File: src/rtl/cpu19_pkg.sv
// rtl/cpu19_pkg.sv - shared opcode, state and ALU control encodings for the cpu19 core
package cpu19_pkg;

  typedef enum logic [2:0] {
    S_IDLE   = 3'd0,
    S_FETCH  = 3'd1,
    S_DECODE = 3'd2,
    S_EXEC   = 3'd3,
    S_MEM    = 3'd4,
    S_WB     = 3'd5,
    S_HALT   = 3'd6
  } state_t;

  typedef logic [4:0] opcode_t;

  localparam opcode_t OP_ADD      = 5'b00000;
  localparam opcode_t OP_IMM_A    = 5'b00100;
  localparam opcode_t OP_IMM_B    = 5'b00101;
  localparam opcode_t OP_ALU_LAST = 5'b01001;
  localparam opcode_t OP_JMP      = 5'b01010;
  localparam opcode_t OP_BEQ      = 5'b01011;
  localparam opcode_t OP_BNE      = 5'b01100;
  localparam opcode_t OP_LD       = 5'b01111;
  localparam opcode_t OP_ST       = 5'b10000;
  localparam opcode_t OP_HLT      = 5'b11111;

  localparam logic [4:0] ALU_NONE = 5'b00000;
  // BNE reuses the BEQ compare; only the branch condition is inverted
  localparam logic [4:0] ALU_CMP  = 5'b01011;

  function automatic logic is_alu_op(input opcode_t op);
    return op <= OP_ALU_LAST;
  endfunction

  function automatic logic is_exec_op(input opcode_t op);
    return is_alu_op(op) || (op inside {OP_JMP, OP_BEQ, OP_BNE, OP_LD, OP_ST});
  endfunction

  function automatic logic uses_sbsc(input opcode_t op);
    return op inside {OP_IMM_A, OP_IMM_B, OP_ST, OP_BEQ, OP_BNE, OP_JMP};
  endfunction

  function automatic logic [4:0] alu_code(input opcode_t op);
    return (op == OP_BNE) ? ALU_CMP : op;
  endfunction

endpackage

File: src/rtl/mem_wait_timer.sv
// rtl/mem_wait_timer.sv - counts data-memory wait cycles and flags a timeout
module mem_wait_timer #(
  parameter int MAX = 15
) (
  input  logic clk,
  input  logic rst_n,
  input  logic i_clear,
  input  logic i_enable,
  output logic o_expired
);

  localparam int W = $clog2(MAX + 1);

  logic [W-1:0] r_count;

  // Expiry is seen during the MAX-th waiting cycle so the FSM leaves MEM on that edge
  assign o_expired = i_enable && (r_count == W'(MAX - 1));

  always_ff @(posedge clk or negedge rst_n) begin
    if (!rst_n) begin
      r_count <= '0;
    end else if (i_clear) begin
      r_count <= '0;
    end else if (i_enable && !o_expired) begin
      r_count <= r_count + W'(1);
    end
  end

endmodule

File: src/rtl/multicycle_ctrl.sv
// rtl/multicycle_ctrl.sv - multi-cycle control FSM for the cpu19 datapath
module multicycle_ctrl
  import cpu19_pkg::*;
#(
  parameter int MEM_WAIT_MAX = 15,
  parameter int RETIRE_W     = 16
) (
  input  logic                clk,
  input  logic                rst_n,
  input  logic                run,
  input  logic [18:0]         instr,
  input  logic [3:0]          flag,
  input  logic                mem_ready,
  output logic                IRWE,
  output logic                PCWE,
  output logic                PCSrc,
  output logic                JMP,
  output logic                RegC,
  output logic                SBSC,
  output logic                RegWE,
  output logic                MemWE,
  output logic                MemRE,
  output logic                DLDM,
  output logic [4:0]          ALUcontrol,
  output logic [2:0]          state,
  output logic                error,
  output logic [RETIRE_W-1:0] retired
);

  state_t              r_state;
  opcode_t             r_opcode;
  logic [1:0]          r_rst_sync;
  logic                r_run_d;
  logic                r_irwe, r_pcwe, r_pcsrc, r_jmp, r_regc, r_sbsc;
  logic                r_regwe, r_memwe, r_memre, r_dldm;
  logic [4:0]          r_alu;
  logic                r_error;
  logic [RETIRE_W-1:0] r_retired;

  logic w_timer_clear, w_timer_en, w_expired;
  logic w_unused;

  assign w_timer_clear = (r_state != S_MEM);
  assign w_timer_en    = (r_state == S_MEM) && !mem_ready;
  assign w_unused      = ^{instr[13:0], flag[2:0]};

  mem_wait_timer #(.MAX(MEM_WAIT_MAX)) u_wait_timer (
    .clk       (clk),
    .rst_n     (rst_n),
    .i_clear   (w_timer_clear),
    .i_enable  (w_timer_en),
    .o_expired (w_expired)
  );

  always_ff @(posedge clk or negedge rst_n) begin
    if (!rst_n) begin
      r_rst_sync <= 2'b00;
    end else begin
      r_rst_sync <= {r_rst_sync[0], 1'b1};
    end
  end

  // Outputs are registered with the state: each branch sets what the next state drives
  always_ff @(posedge clk or negedge rst_n) begin
    if (!rst_n) begin
      r_state   <= S_IDLE;
      r_opcode  <= '0;
      r_run_d   <= 1'b0;
      r_irwe    <= 1'b0;
      r_pcwe    <= 1'b0;
      r_pcsrc   <= 1'b0;
      r_jmp     <= 1'b0;
      r_regc    <= 1'b0;
      r_sbsc    <= 1'b0;
      r_regwe   <= 1'b0;
      r_memwe   <= 1'b0;
      r_memre   <= 1'b0;
      r_dldm    <= 1'b0;
      r_alu     <= ALU_NONE;
      r_error   <= 1'b0;
      r_retired <= '0;
    end else begin
      r_run_d <= run;
      r_irwe  <= 1'b0;
      r_pcwe  <= 1'b0;
      r_pcsrc <= 1'b0;
      r_jmp   <= 1'b0;
      r_regc  <= 1'b0;
      r_sbsc  <= 1'b0;
      r_regwe <= 1'b0;
      r_memwe <= 1'b0;
      r_memre <= 1'b0;
      r_dldm  <= 1'b0;
      r_alu   <= ALU_NONE;

      case (r_state)
        S_IDLE: begin
          if (run && r_rst_sync[1]) begin
            r_state <= S_FETCH;
            r_irwe  <= 1'b1;
            r_pcwe  <= 1'b1;
          end
        end

        S_FETCH: begin
          r_opcode <= instr[18:14];
          r_state  <= S_DECODE;
        end

        S_DECODE: begin
          if (is_exec_op(r_opcode)) begin
            r_state <= S_EXEC;
            r_alu   <= alu_code(r_opcode);
            r_sbsc  <= uses_sbsc(r_opcode);
            r_regc  <= (r_opcode == OP_IMM_A) || (r_opcode == OP_IMM_B);
            r_dldm  <= (r_opcode == OP_LD) || (r_opcode == OP_ST);
            case (r_opcode)
              OP_BEQ: begin
                r_pcwe  <= flag[3];
                r_pcsrc <= flag[3];
              end
              OP_BNE: begin
                r_pcwe  <= !flag[3];
                r_pcsrc <= !flag[3];
              end
              OP_JMP: begin
                r_pcwe  <= 1'b1;
                r_pcsrc <= 1'b1;
                r_jmp   <= 1'b1;
              end
              default: ;
            endcase
          end else if (r_opcode == OP_HLT) begin
            r_state   <= S_HALT;
            r_retired <= r_retired + 1'b1;
          end else begin
            r_error <= 1'b1;
            r_state <= S_HALT;
          end
        end

        S_EXEC: begin
          if (is_alu_op(r_opcode)) begin
            r_state <= S_WB;
            r_regwe <= 1'b1;
          end else if ((r_opcode == OP_LD) || (r_opcode == OP_ST)) begin
            r_state <= S_MEM;
            r_dldm  <= 1'b1;
            r_memre <= (r_opcode == OP_LD);
            r_memwe <= (r_opcode == OP_ST);
          end else begin
            r_retired <= r_retired + 1'b1;
            r_state   <= run ? S_FETCH : S_IDLE;
            r_irwe    <= run;
            r_pcwe    <= run;
          end
        end

        S_MEM: begin
          if (mem_ready) begin
            if (r_opcode == OP_ST) begin
              r_retired <= r_retired + 1'b1;
              r_state   <= run ? S_FETCH : S_IDLE;
              r_irwe    <= run;
              r_pcwe    <= run;
            end else begin
              r_state <= S_WB;
              r_regwe <= 1'b1;
              r_dldm  <= 1'b1;
            end
          end else if (w_expired) begin
            r_error <= 1'b1;
            r_state <= S_HALT;
          end else begin
            r_dldm  <= 1'b1;
            r_memre <= (r_opcode == OP_LD);
            r_memwe <= (r_opcode == OP_ST);
          end
        end

        S_WB: begin
          r_retired <= r_retired + 1'b1;
          r_state   <= run ? S_FETCH : S_IDLE;
          r_irwe    <= run;
          r_pcwe    <= run;
        end

        S_HALT: begin
          if (run && !r_run_d && !r_error) begin
            r_state <= S_FETCH;
            r_irwe  <= 1'b1;
            r_pcwe  <= 1'b1;
          end
        end

        default: r_state <= S_IDLE;
      endcase
    end
  end

  assign IRWE       = r_irwe;
  assign PCWE       = r_pcwe;
  assign PCSrc      = r_pcsrc;
  assign JMP        = r_jmp;
  assign RegC       = r_regc;
  assign SBSC       = r_sbsc;
  assign RegWE      = r_regwe;
  assign MemWE      = r_memwe;
  assign MemRE      = r_memre;
  assign DLDM       = r_dldm;
  assign ALUcontrol = r_alu;
  assign state      = r_state;
  assign error      = r_error;
  assign retired    = r_retired;

endmodule

File: config.mk
export PLATFORM = sky130hd
export DESIGN_NAME = multicycle_ctrl
export DESIGN_NICKNAME = d
export VERILOG_FILES = /design/src/rtl/cpu19_pkg.sv /design/src/rtl/mem_wait_timer.sv /design/src/rtl/multicycle_ctrl.sv
export SDC_FILE = /design/constraint.sdc
export NUM_CORES = 1
export LEC_CHECK = 0
export ABC_CLOCK_PERIOD_IN_PS = 2350
export BUFFER_PORTS_ARGS = -buffer_cell sky130_fd_sc_hd__buf_2
export CORE_MARGIN = 10
export CORE_UTILIZATION = 45
export CTS_CLUSTER_SIZE = 12
export DETAILED_ROUTE_END_ITERATION = 10
export GPL_TIMING_DRIVEN = 0
export HOLD_SLACK_MARGIN = 0.03
export PLACE_DENSITY_LB_ADDON = 0.05
export SLEW_MARGIN = 40
export SYNTH_ARGS = -nofsm -noshare
export SYNTH_HDL_FRONTEND = slang
export SYNTH_SLANG_ARGS = --single-unit
File: constraint.sdc
create_clock -name clk -period 2.35 [get_ports clk]
set_input_delay 0.1175 -clock clk [delete_from_list [all_inputs] [get_ports clk]]
set_output_delay 0.1175 -clock clk [all_outputs]
set_load 0.02 [all_outputs]
Yosys cells after proc, flatten, opt, wreduce, memory -nomap -nowiden

Cells that the tools add are included.

Register bits: 47
Input bits: 27
Output and inout bits: 35

$add $sub $neg: 2
Order comparisons: 1
Equal/unequal tests: 28
Muxes and demuxes: 65
Reduce and logical (&&, ||, !) cells: 23

Operators with widths:

| cell                    | number |
|---|---|
| $mux W16                | 6 |
| $pmux W16 S4            | 1 |
| $mux W1                 | 36 |
| $mux W3                 | 8 |
| $pmux W3 S7             | 1 |
| $eq A5 B4 Y1 const B    | 4 |
| $ne A2 B2 Y1 const B    | 9 |
| $add A16 B1 Y16 const B | 1 |
| $mux W5                 | 3 |
| $eq A5 B3 Y1 const B    | 2 |
| $eq A5 B5 Y1 const B    | 2 |
| $eq A3 B3 Y1 const B    | 3 |
| $mux W4                 | 2 |
| $pmux W1 S2             | 4 |
| $reduce_and A7 Y1       | 1 |
| $eq A3 B2 Y1 const B    | 2 |
| $logic_and A1 B1 Y1     | 6 |
| $pmux W1 S3             | 2 |
| $pmux W1 S6             | 1 |
| $reduce_bool A6 Y1      | 1 |
| $le A5 B4 Y1 const B    | 1 |
| $logic_not A1 Y1        | 5 |
| $pmux W1 S5             | 1 |
| $reduce_and A5 Y1       | 1 |
| 12 further kinds        | 16 |

Depth between registers and ports, before layout

Gate-level depths: netlist of the first run.

Depth in word-level cells: 7
Gate-level depth with buffers: 7
Depth with buffers taken out: 6

By module

From an unflattened synthesis of the first run, not the netlist that was laid out.

Cell total of the unflattened synthesis: 235
Area, all modules: 2352.3 um^2

By module, submodules not included:

| module          | instances | cells an instance | area each (um^2) | seq. area each (um^2) |
|---|---|---|---|---|
| multicycle_ctrl | 1         | 211               | 2098.3           | 1076.0 |
| mem_wait_timer  | 1         | 24                | 254.0            | 100.1 |

Worst setup path before layout of the first run

Ideal clock, no wire load.

Path type: register to register
Start: reg r_opcode[2]
End: reg r_retired[6], in the netlist retired[6]
Data arrival time: 1972 ps
Required time: 2219 ps
Path slack: 247 ps
Stages on the path, launching flop included: 8
Buffers on the path: 2
Period minus slack after synthesis: 2103 ps
Path through: dfrtp_1 > or4b_1 > buf_2 > o31a_1 > nor3_4 > buf_6 > nand3_2 > xnor2_1

Cells in the longest elaborated chain, start to end: 5
Elaborated cells between the ends (all ways): 16
Those cells by class: 1 x order compare; 11 x eq/ne; 4 x reduce/logical

RTL lines:

| element                                              | line                   | RTL |
|---|---|---|
| from (decl)                                          | multicycle_ctrl.sv:31  | `opcode_t r_opcode;` |
| from (signal assigned)                               | multicycle_ctrl.sv:106 | `r_opcode <= instr[18:14];` |
| branches (longest 4 deep; another with $le A5 B4 Y1) | --                     |  |
| $reduce_and A7 Y1 (no line) *                        | --                     |  |
| to (signal assigned)                                 | multicycle_ctrl.sv:135 | `r_retired <= r_retired + 1'b1;` |
| to (signal assigned)                                 | multicycle_ctrl.sv:152 | `r_retired <= r_retired + 1'b1;` |
| to (signal assigned)                                 | multicycle_ctrl.sv:162 | `r_retired <= r_retired + 1'b1;` |
| to (decl)                                            | multicycle_ctrl.sv:38  | `logic [RETIRE_W-1:0] r_retired;` |

Mark *: on every way between the ends.
A chain may end at the register's enable or synchronous reset.

Worst setup path in the final report of the first run

Start: reg r_opcode[0]
End: reg r_retired[13], in the netlist retired[13]

The elaborated chain is that of the path after synthesis.

==> results of run 1 <==
==> metal layers <==
| metal | vias up | wire length (um) |
|---|---|---|
| met5 | - | 0 |
| met4 | 0 | 29 |
| li1 | 889 | - |
| met1 | 870 | 2400 |
| met3 | 4 | 326 |
| met2 | 42 | 2330 |
==> per-stage QoR <==
step,setup WS [ns],power [mW],std cells,cell area [um^2],utilization (%)
after floorplan,0.247,2.17,220,2270,-
after global placement,0.0304,2.57,331,2570,53.4
after detailed placement,-0.0105,2.57,331,2570,53.5
after CTS,0.0377,3.19,342,2720,56.5
after global routing,-0.0199,3.49,344,2750,57.1
final,0.0770,3.22,344,2750,57.1
==> layout by cell type, fill, tap and decap left out, types with 5 or more instances in the layout <==
| cell | count |
|---|---|
| a21oi_1 | 12 |
| and3_1 | 6 |
| buf_2 | 43 |
| clkbuf_1 | 10 |
| clkbuf_8 | 6 |
| dfrtp_1 | 47 |
| mux2_2 | 5 |
| nand2_1 | 15 |
| nand3_1 | 7 |
| nand4_1 | 8 |
| nor2_1 | 17 |
| nor3_1 | 6 |
| o21ai_0 | 8 |
| xnor2_1 | 17 |
==> cell families after synthesis <==
| kind of cell | synth area share, % |
|---|---|
| other | 0.165 |
| DFF | 51.8 |
| xor gates and xnor gates | 7.72 |
| adders and majority gates | 1.65 |
| and+or+nand+nor | 21.2 |
| buffers and inverters | 3.20 |
| AOI/OAI and AO/OA | 11.3 |
| muxes | 2.92 |
==> cells in the mapped netlist (2+ instances only) <==
master	n	area share [%]
dfrtp_1	47	52
nor2_1	17	2.8
xnor2_1	17	6.6
nand2_1	15	2.5
a21oi_1	12	2.6
clkbuf_1	10	1.7
nand4_1	8	2.2
o21ai_0	8	1.8
nand3_1	7	1.5
and3_1	6	1.7
nor3_1	6	1.3
mux2_2	5	2.5
a31oi_1	4	1.1
inv_1	4	0.66
and4_1	3	1.2
ha_1	3	1.7
nand2b_1	3	0.83
nor2b_1	3	0.83
nor3b_1	3	0.99
o31ai_1	3	0.99
xor2_1	3	1.2
a211oi_1	2	0.66
and2_1	2	0.55
nand3_2	2	0.88
o211ai_1	2	0.66
o21a_1	2	0.66
o22ai_1	2	0.55
o31a_1	2	0.77
or2_2	2	0.55
or3b_2	2	0.77
==> path summary, 6_finish.rpt <==
check                              start            end  slack (ns)  depth (start not counted)
min in group asynchronous          rst_n     retired[8]        0.37                          2
setup reg to reg             r_opcode[0]    retired[13]        0.08                          8
hold / removal                 instr[16]    r_opcode[2]        0.05                          2
max in group asynchronous          rst_n           DLDM        1.59                          2
hold reg to reg            r_rst_sync[0]  r_rst_sync[1]        0.35                          0
setup / recovery             r_opcode[0]    retired[13]        0.08                          8
==> flip-flops by register name (all words and copies together), names as in the netlist, 2 cells and up <==
register / count
retired: 16
ALUcontrol: 5
state: 3
r_opcode: 5
r_rst_sync: 2
u_wait_timer.r_count: 4
==> power by group through the flow <==
stage	sequential [mW]	clock (mW)	combinational, mW
after detailed placement	1.17	0	1.39
after global routing	1.19	0.669	1.63
after floorplan	1.30	0	0.869
final	1.15	0.600	1.47
after CTS	1.16	0.625	1.41
after global placement	1.17	0	1.39
==> repair_timing <==
item | CTS | global route
pin swaps | 1 | 2
hold buffers | 3 | 0
endpoints found under the setup margin | 3 | 5
resized for setup | 0 | 1
gates cloned | 0 | 0
hold endpoints to repair | 49 | 0
buffers inserted | 0 | 2
==> area by class of cell <==
class | count | area (um^2) | share of cell area (%)
repair buffers | 49 | 280 | 10.2
clock buffers | 6 | 82.6 | 3.00
inverters | 4 | 15.0 | 0.545
clock inverters | 2 | 35.0 | 1.27
plain buffers | 13 | 60.1 | 2.18
well taps | 67 | 83.8 | 3.05
flip-flops and latches | 47 | 1180 | 42.7
multi-input cells | 156 | 1020 | 37.0
==> out/summary.txt, run 1 <==
asr flop ratio synth: 100%
share of cells above drive strength 1: 24.5%
Starting Density: 47.1%
die area: 8280 um^2
max-cap violations: 0
Reg power frac: 35.8%
number of buffers and inverters on the critical path: 3
RD Place Congestion: 0.844
clk_skew: 0.00781 ns
Iter 0 DRT Violations: 134
routed wire length: 5090 um
grt ovf: 0
LEAKAGE: 1.29 nW
# diodes: 0
clock sinks: 47
CTS root buffer: clkbuf_8
Worst Setup Start Kind: flop
run status: completed
I/O Pins: 62
met3 Usage GRT: 4.28%
Worst EP arrival: 2.48 ns
pin count of the biggest net entering global routing: 48
setup violators final: 0
IO buf count: 44
CP max-delay cell: or4b_1
vias in the first global route: 1782
worst path cell trace: or4b_1 > buf_4 > o31a_1 > nor3_4 > buf_12 > buf_6 > nand3_1 > xnor2_1
EDFF count, synth: 0
min cycle time layout: 2.27 ns
CP delay by family, top: simple AND/OR/NAND/NOR gates
synth-to-layout area growth: 21.3%
Critical Path Sink Type: flop
Yosys warning total: 0
die height: 91 um
slew margin rel.: 45.2%
GRT met1 Usage: 16.3%
Post-synth top flop: dfrtp_1
met2 usage: 19.3%
Clock Power Share: 18.6%
dpl hpwl: 3760 um
GR peak layer: met2
setup TNS: 0 ns
# DRC: 0
Power Internal: 1.91 mW
routed vias: 1805
H-tree depth: 2
Max stage delay on crit path: 0.53 ns
Fillers: 458
register area share after synthesis: 51.8%
# rows: 25
Post-Syn Nets: 250
Clock Tree Buf Depth: 2
switching power: 1.31 mW
CTS tree: done
# nets final: 306
Clock Latency Late Sink: 0.30 ns
Final ANT Viol Nets: 0
DR pass1 iterations: 4
via/cell ratio: 5.25
combinational share of power: 45.5%
Slew @ Worst Pin: 0.820 ns
Max Slew Vio Count: 0
final hold violations: 0
initial antenna violation count: 0
Seq cells post-synth: 47
gr usage total: 12.6%
final cycle utilization of the critical path: 96.7%
Mapped Cells: 220
CP required: 2.56 ns
first-pass GRT wire length: 8690 um
die width: 91 um
critical path class: reg2reg
CTS Buf Count: 5
fmax: 0.440 GHz
PwrDens: 1170 nW/um^2
Crit Path Max Fanout: 10
Core Region: 4820 um^2
Yosys cell types: 45
Avg WL per Cell: 14.8 um
Mean Syn Cell Area: 10.3 um^2
area of the mapped netlist: 2270 um^2
switching fraction of total power: 40.6%
Max VDD drop: 0.678 mV
HP Class: in2reg
hold slack: 0.0499 ns
CTS clock-pin slew for the worst setup and hold paths: 0.08 ns
No activity file was read; power rests on OpenSTA's default activity.
==> run 2: changes to the inputs <==
MAX_ROUTING_LAYER = met4   (was unset)
==> run 2 against run 1 <==
  * Global-route usage up 0.39 points
  * Via count up 0.61%
  * Clock-buffer cell count is the same
  * Sequential power barely moved
  * Largest cell class unchanged
  * Worst setup slack worse by 0.0029 ns
  * Register-to-register slack about the same
  * Final area is the same
  * Core utilization unchanged
  * First-iteration DRC count is 25% higher
  * Worst hold slack got worse by 0.0014 ns
  * Die area is the same
  * Clock power about the same
  * Critical endpoint unchanged
==> out/summary.txt, run 2 (synthesis results as in run 1) <==
Final Non-Filler Cells: 344 (unchanged)
worst reg2reg endpoint: retired[13] (unchanged)
combinational share of power: 45.5% (about the same)
routed wire length: 5080 um (was 5090 um)
I/O Pins: 62 (unchanged)
run status: completed (unchanged)
Reg2Reg Launch Point: r_opcode[0] (unchanged)
commonest cells after routing, fill and taps aside: 47 x dfrtp_1, 43 x buf_2, 17 x nor2_1, 17 x xnor2_1, 15 x nand2_1 (unchanged)
max FFs per register: 16 (unchanged)
# diodes: 0 (unchanged)
grt ovf: 0 (unchanged)
CTS clock-pin slew for the worst setup and hold paths: 0.08 ns (about the same)
final hold violations: 0 (unchanged)
Worst EP arrival: 2.48 ns (about the same)
Clock Latency Late Sink: 0.29 ns (was 0.30 ns)
share of cells above drive strength 1: 24.5% (unchanged)
routed vias: 1816 (was 1805)
die area: 8280 um^2 (unchanged)
CTS tree: done (unchanged)
clk_skew: 0.00724 ns (was 0.00781 ns)
slew margin rel.: 46.0% (was 45.2%)
Iter 0 DRT Violations: 167 (was 134)
gr usage total: 13.0% (was 12.6%)
CTS Buf Count: 5 (unchanged)
hold path start: instr[16] (unchanged)
met2 usage: 19.4% (was 19.3%)
RD Place Congestion: 0.857 (was 0.844)
PwrDens: 1170 nW/um^2 (about the same)
fmax: 0.439 GHz (was 0.440 GHz)
Clock Power Share: 18.7% (was 18.6%)
die width: 91 um (unchanged)
LEAKAGE: 1.29 nW (unchanged)
switching power: 1.31 mW (about the same)
die height: 91 um (unchanged)
vias in the first global route: 1785 (was 1782)
Max VDD drop: 0.679 mV (was 0.678 mV)
reg2reg path depth: 8 (unchanged)
Worst Hold End: r_opcode[2] (unchanged)
Clock Tree Buf Depth: 2 (unchanged)
Starting Density: 47.1% (unchanged)
worst setup margin: 0.0741 ns (was 0.0770 ns)
max-cap violations: 0 (unchanged)
worst path cell trace: or4b_1 > buf_4 > o31a_1 > nor3_4 > buf_12 > buf_6 > nand3_1 > xnor2_1 (unchanged)
hold path depth: 2 (unchanged)
pre-CTS WS: -0.0105 ns (unchanged)
H-tree depth: 2 (unchanged)
Power Internal: 1.91 mW (about the same)
initial antenna violation count: 0 (unchanged)
IO buf count: 44 (unchanged)
Max Slew Vio Count: 0 (unchanged)
CTS root buffer: clkbuf_8 (unchanged)
HP Class: in2reg (unchanged)
GRT met1 Usage: 16.5% (was 16.3%)
# rows: 25 (unchanged)
DR pass1 iterations: 4 (unchanged)
min cycle time layout: 2.28 ns (was 2.27 ns)
clock sinks: 47 (unchanged)
Core Region: 4820 um^2 (unchanged)
GR peak layer: met2 (unchanged)
met3 Usage GRT: 3.87% (was 4.28%)
flop2flop setup slack: 0.07 ns (was 0.08 ns)
Avg WL per Cell: 14.8 um (about the same)
Reg power frac: 35.8% (about the same)
placed cells: 331 (unchanged)
hold slack: 0.0485 ns (was 0.0499 ns)
pin count of the biggest net entering global routing: 48 (unchanged)
final cycle utilization of the critical path: 96.8% (was 96.7%)
Slew @ Worst Pin: 0.809 ns (was 0.820 ns)
switching fraction of total power: 40.7% (was 40.6%)
# nets final: 306 (unchanged)
Max stage delay on crit path: 0.53 ns (about the same)
Crit Path Max Fanout: 10 (unchanged)
total power draw: 3.22 mW (about the same)
via/cell ratio: 5.28 (was 5.25)
Final ANT Viol Nets: 0 (unchanged)
critical path class: reg2reg (unchanged)
dpl hpwl: 3760 um (unchanged)
Worst Setup Start Kind: flop (unchanged)
Critical Path Sink Type: flop (unchanged)
CP max-delay cell: or4b_1 (unchanged)
most common cell after layout, fill and taps aside: dfrtp_1 (unchanged)
first-pass GRT wire length: 8710 um (was 8690 um)
# DRC: 0 (unchanged)
CP required: 2.56 ns (about the same)
setup violators final: 0 (unchanged)
synth-to-layout area growth: 21.3% (unchanged)
run 2: cell counts in the layout (fill, tap and decap cells not counted):
No cell type changed its count.
run 2: worst max-delay path: cells and delay by family, from the launching register on:
kind / cells / cell delay (ns)
and+or+nand+nor: 3 / 0.85
DFF: 1 / 0.41
xor gates and xnor gates: 1 / 0.19
AOI/OAI and AO/OA: 1 / 0.28
buffers and inverters: 3 / 0.46
run 2: layout make-up:
class	instances	area [um^2]
sequential	47	1180
buffer	13	60.1
inverter	4	15.0
clock buffer	6	82.6
clock inverter	2	35.0
multi-input combinational	156	1020
tap	67	83.8
timing repair buffer	49	280
fill	458	2060
run 2: power groups by stage:
| stage | Combinational [mW] | Sequential, mW | Clock, mW |
|---|---|---|---|
| detailed placement | 1.39 | 1.17 | 0 |
| global placement | 1.39 | 1.17 | 0 |
| floorplan | 0.869 | 1.30 | 0 |
| finish | 1.47 | 1.15 | 0.602 |
| CTS | 1.41 | 1.16 | 0.625 |
| global route | 1.63 | 1.19 | 0.669 |
run 2: worst max path at each step:
stage / startpoint / end
after global routing: r_opcode[0] / retired[13]
final: r_opcode[0] / retired[13]
after detailed placement: r_opcode[2] / retired[13]
after CTS: r_opcode[2] / retired[13]
after global placement: r_opcode[2] / retired[15]
after floorplan: r_opcode[2] / retired[6]
run 2: timing repair:
item,CTS,global route
hold endpoints to repair,49,0
pin swaps,1,2
endpoints found under the setup margin,3,5
buffers inserted,0,2
gates resized for setup,0,1
hold buffers,3,0
run 2: stage by stage:
stage	utilization [%]	TNS [ns]	cell area, um^2
after floorplan	-	0	2270
after global placement	53.4	0	2570
after detailed placement	53.5	-0.0105	2570
after CTS	56.5	0	2720
after global routing	57.1	-0.0199	2750
final	57.1	0	2750
run 2: routing by layer:
layer	vias to the layer above	wire length, um
li1	889	-
met1	872	2410
met2	51	2330
met3	4	320
met4	0	29
met5	-	0
==> run 3: changes to the inputs <==
SETUP_SLACK_MARGIN = 0.3   (was unset)
SLEW_MARGIN = unset   (was 40)
==> run 3 against run 2 <==
  * Register-to-register slack improved by 0.14 ns
  * Critical path depth decreased by 1
  * Die area unchanged
  * Final area increased by 1.8%
  * Sequential power about the same
  * Highest routed layer unchanged
==> out/summary.txt, run 3 (synthesis results as in run 1) <==
run status: completed (unchanged)
post-route cell area: 2800 um^2 (was 2750 um^2)
Core Region: 4820 um^2 (unchanged)
die area: 8280 um^2 (unchanged)
CTS clock-pin slew for the worst setup and hold paths: 0.08 ns (about the same)
Final Util: 58.2% (was 57.1%)
LEAKAGE: 1.33 nW (was 1.29 nW)
dpl hpwl: 3670 um (was 3760 um)
max-cap violations: 0 (unchanged)
DP Area: 2570 um^2 (about the same)
slew margin rel.: 32.8% (was 46.0%)
Slew @ Worst Pin: 1.01 ns (was 0.809 ns)
reg2reg path depth: 7 (was 8)
Critical Path Sink Type: flop (unchanged)
H-tree depth: 2 (unchanged)
final cycle utilization of the critical path: 91.0% (was 96.8%)
die width: 91 um (unchanged)
Max Slew Vio Count: 0 (unchanged)
CP delay by family, top: simple AND/OR/NAND/NOR gates (unchanged)
number of buffers and inverters on the critical path: 2 (was 3)
CTS tree: done (unchanged)
placed cells: 331 (unchanged)
Worst EP arrival: 2.33 ns (was 2.48 ns)
Crit Path Max Fanout: 5 (was 10)
Final Non-Filler Cells: 350 (was 344)
Max VDD drop: 0.739 mV (was 0.679 mV)
switching fraction of total power: 40.7% (about the same)
critical path class: reg2reg (unchanged)
setup violators final: 0 (unchanged)
hold path start: instr[14] (was instr[16])
gr usage total: 13.1% (was 13.0%)
Clock Tree Buf Depth: 2 (unchanged)
pin count of the biggest net entering global routing: 48 (unchanged)
first-pass GRT wire length: 8850 um (was 8710 um)
# rows: 25 (unchanged)
CTS Buf Count: 5 (unchanged)
grt ovf: 0 (unchanged)
DR pass1 iterations: 4 (unchanged)
# nets final: 313 (was 306)
min cycle time layout: 2.14 ns (was 2.28 ns)
hold slack: 0.0446 ns (was 0.0485 ns)
Worst Hold End: r_opcode[0] (was r_opcode[2])
CTS root buffer: clkbuf_8 (unchanged)
most common cell after layout, fill and taps aside: dfrtp_1 (unchanged)
PwrDens: 1170 nW/um^2 (about the same)
Max stage delay on crit path: 0.54 ns (was 0.53 ns)
routed wire length: 5160 um (was 5080 um)
initial antenna violation count: 0 (unchanged)
Clock Latency Late Sink: 0.30 ns (was 0.29 ns)
Setup crit start: r_opcode[0] (unchanged)
# DRC: 0 (unchanged)
Power Internal: 1.94 mW (was 1.91 mW)
Starting Density: 47.1% (unchanged)
Avg WL per Cell: 14.7 um (was 14.8 um)
clk_skew: 0.0100 ns (was 0.00724 ns)
I/O Pins: 62 (unchanged)
Worst Setup Start Kind: flop (unchanged)
Iter 0 DRT Violations: 116 (was 167)
synth-to-layout area growth: 23.6% (was 21.3%)
max FFs per register: 16 (unchanged)
CP max-delay cell: or4b_1 (unchanged)
via/cell ratio: 5.18 (was 5.28)
fmax: 0.468 GHz (was 0.439 GHz)
die height: 91 um (unchanged)
HP Class: in2reg (unchanged)
routed vias: 1813 (was 1816)
Reg2Reg Launch Point: r_opcode[0] (unchanged)
CP required: 2.54 ns (was 2.56 ns)
setup TNS: 0 ns (unchanged)
IO buf count: 44 (unchanged)
hold path depth: 2 (unchanged)
worst reg2reg endpoint: retired[4] (was retired[13])
Reg power frac: 35.1% (was 35.8%)
RSZ-0062 raised after global routing: true
share of cells above drive strength 1: 29.0% (was 24.5%)
commonest cells after routing, fill and taps aside: 46 x dfrtp_1, 45 x buf_2, 17 x nor2_1, 17 x xnor2_1, 15 x nand2_1 (was 47 x dfrtp_1, 43 x buf_2, 17 x nor2_1, 17 x xnor2_1, 15 x nand2_1)
worst path cell trace: or4b_1 > buf_6 > o31a_1 > nor3_4 > buf_4 > nand4_1 > xnor2_1 (was or4b_1 > buf_4 > o31a_1 > nor3_4 > buf_12 > buf_6 > nand3_1 > xnor2_1)
flop2flop setup slack: 0.21 ns (was 0.07 ns)
# diodes: 0 (unchanged)
switching power: 1.33 mW (was 1.31 mW)
Clock Power Share: 17.1% (was 18.7%)
clock sinks: 47 (unchanged)
vias in the first global route: 1879 (was 1785)
RD Place Congestion: 0.858 (was 0.857)
final hold violations: 0 (unchanged)
Final ANT Viol Nets: 0 (unchanged)
combinational share of power: 47.8% (was 45.5%)
## run 3: cell count changes in the layout (fill, tap and decap cells not counted), moves of 2 or more
cell	change
buf_2	+2
clkbuf_2	+5
buf_4	+5
buf_6	+2
clkbuf_1	-4
## run 3: cell type report
| class | count | area (um^2) |
|---|---|---|
| sequential | 47 | 1180 |
| multi-input combinational | 156 | 1030 |
| fill | 454 | 2010 |
| timing repair buffer | 56 | 322 |
| clock inverter | 1 | 30.0 |
| buffer | 13 | 71.3 |
| tap | 67 | 83.8 |
| clock buffer | 6 | 72.6 |
| inverter | 4 | 15.0 |
## run 3: per-stage QoR
step	power (mW)	setup WS (ns)
after floorplan	2.17	0.316
after global placement	2.57	0.0927
final	3.28	0.212
after CTS	3.25	0.184
after detailed placement	2.57	0.0844
after global routing	3.54	0.113
## run 3: power groups by stage
stage | combinational [mW] | sequential, mW | clock, mW
floorplan | 0.868 | 1.30 | 0
global placement | 1.40 | 1.17 | 0
detailed placement | 1.40 | 1.18 | 0
CTS | 1.53 | 1.14 | 0.581
global route | 1.75 | 1.18 | 0.611
finish | 1.57 | 1.15 | 0.561
## run 3: layer usage
metal	up-vias	wire (um)	GRT usage (%)
li1	906	-	-
met1	860	2480	16.5
met2	40	2330	20.0
met3	7	268	3.29
met4	0	70	4.44
met5	-	0	-
## run 3: timing repair
item | CTS | global route
setup buffers | 8 | 1
pin swaps | 1 | 1
resized for setup | 4 | 13
setup endpoints to repair | 20 | 28
endpoints found under the hold margin | 11 | 0
hold buffers | 3 | 0
## run 3: worst max-delay path by stage
stage | cells past startpoint | endpoint
final | 7 | retired[4]
after floorplan | 7 | retired[6]
after global routing | 7 | retired[15]
after CTS | 7 | retired[14]
after global placement | 7 | retired[15]
after detailed placement | 7 | retired[15]
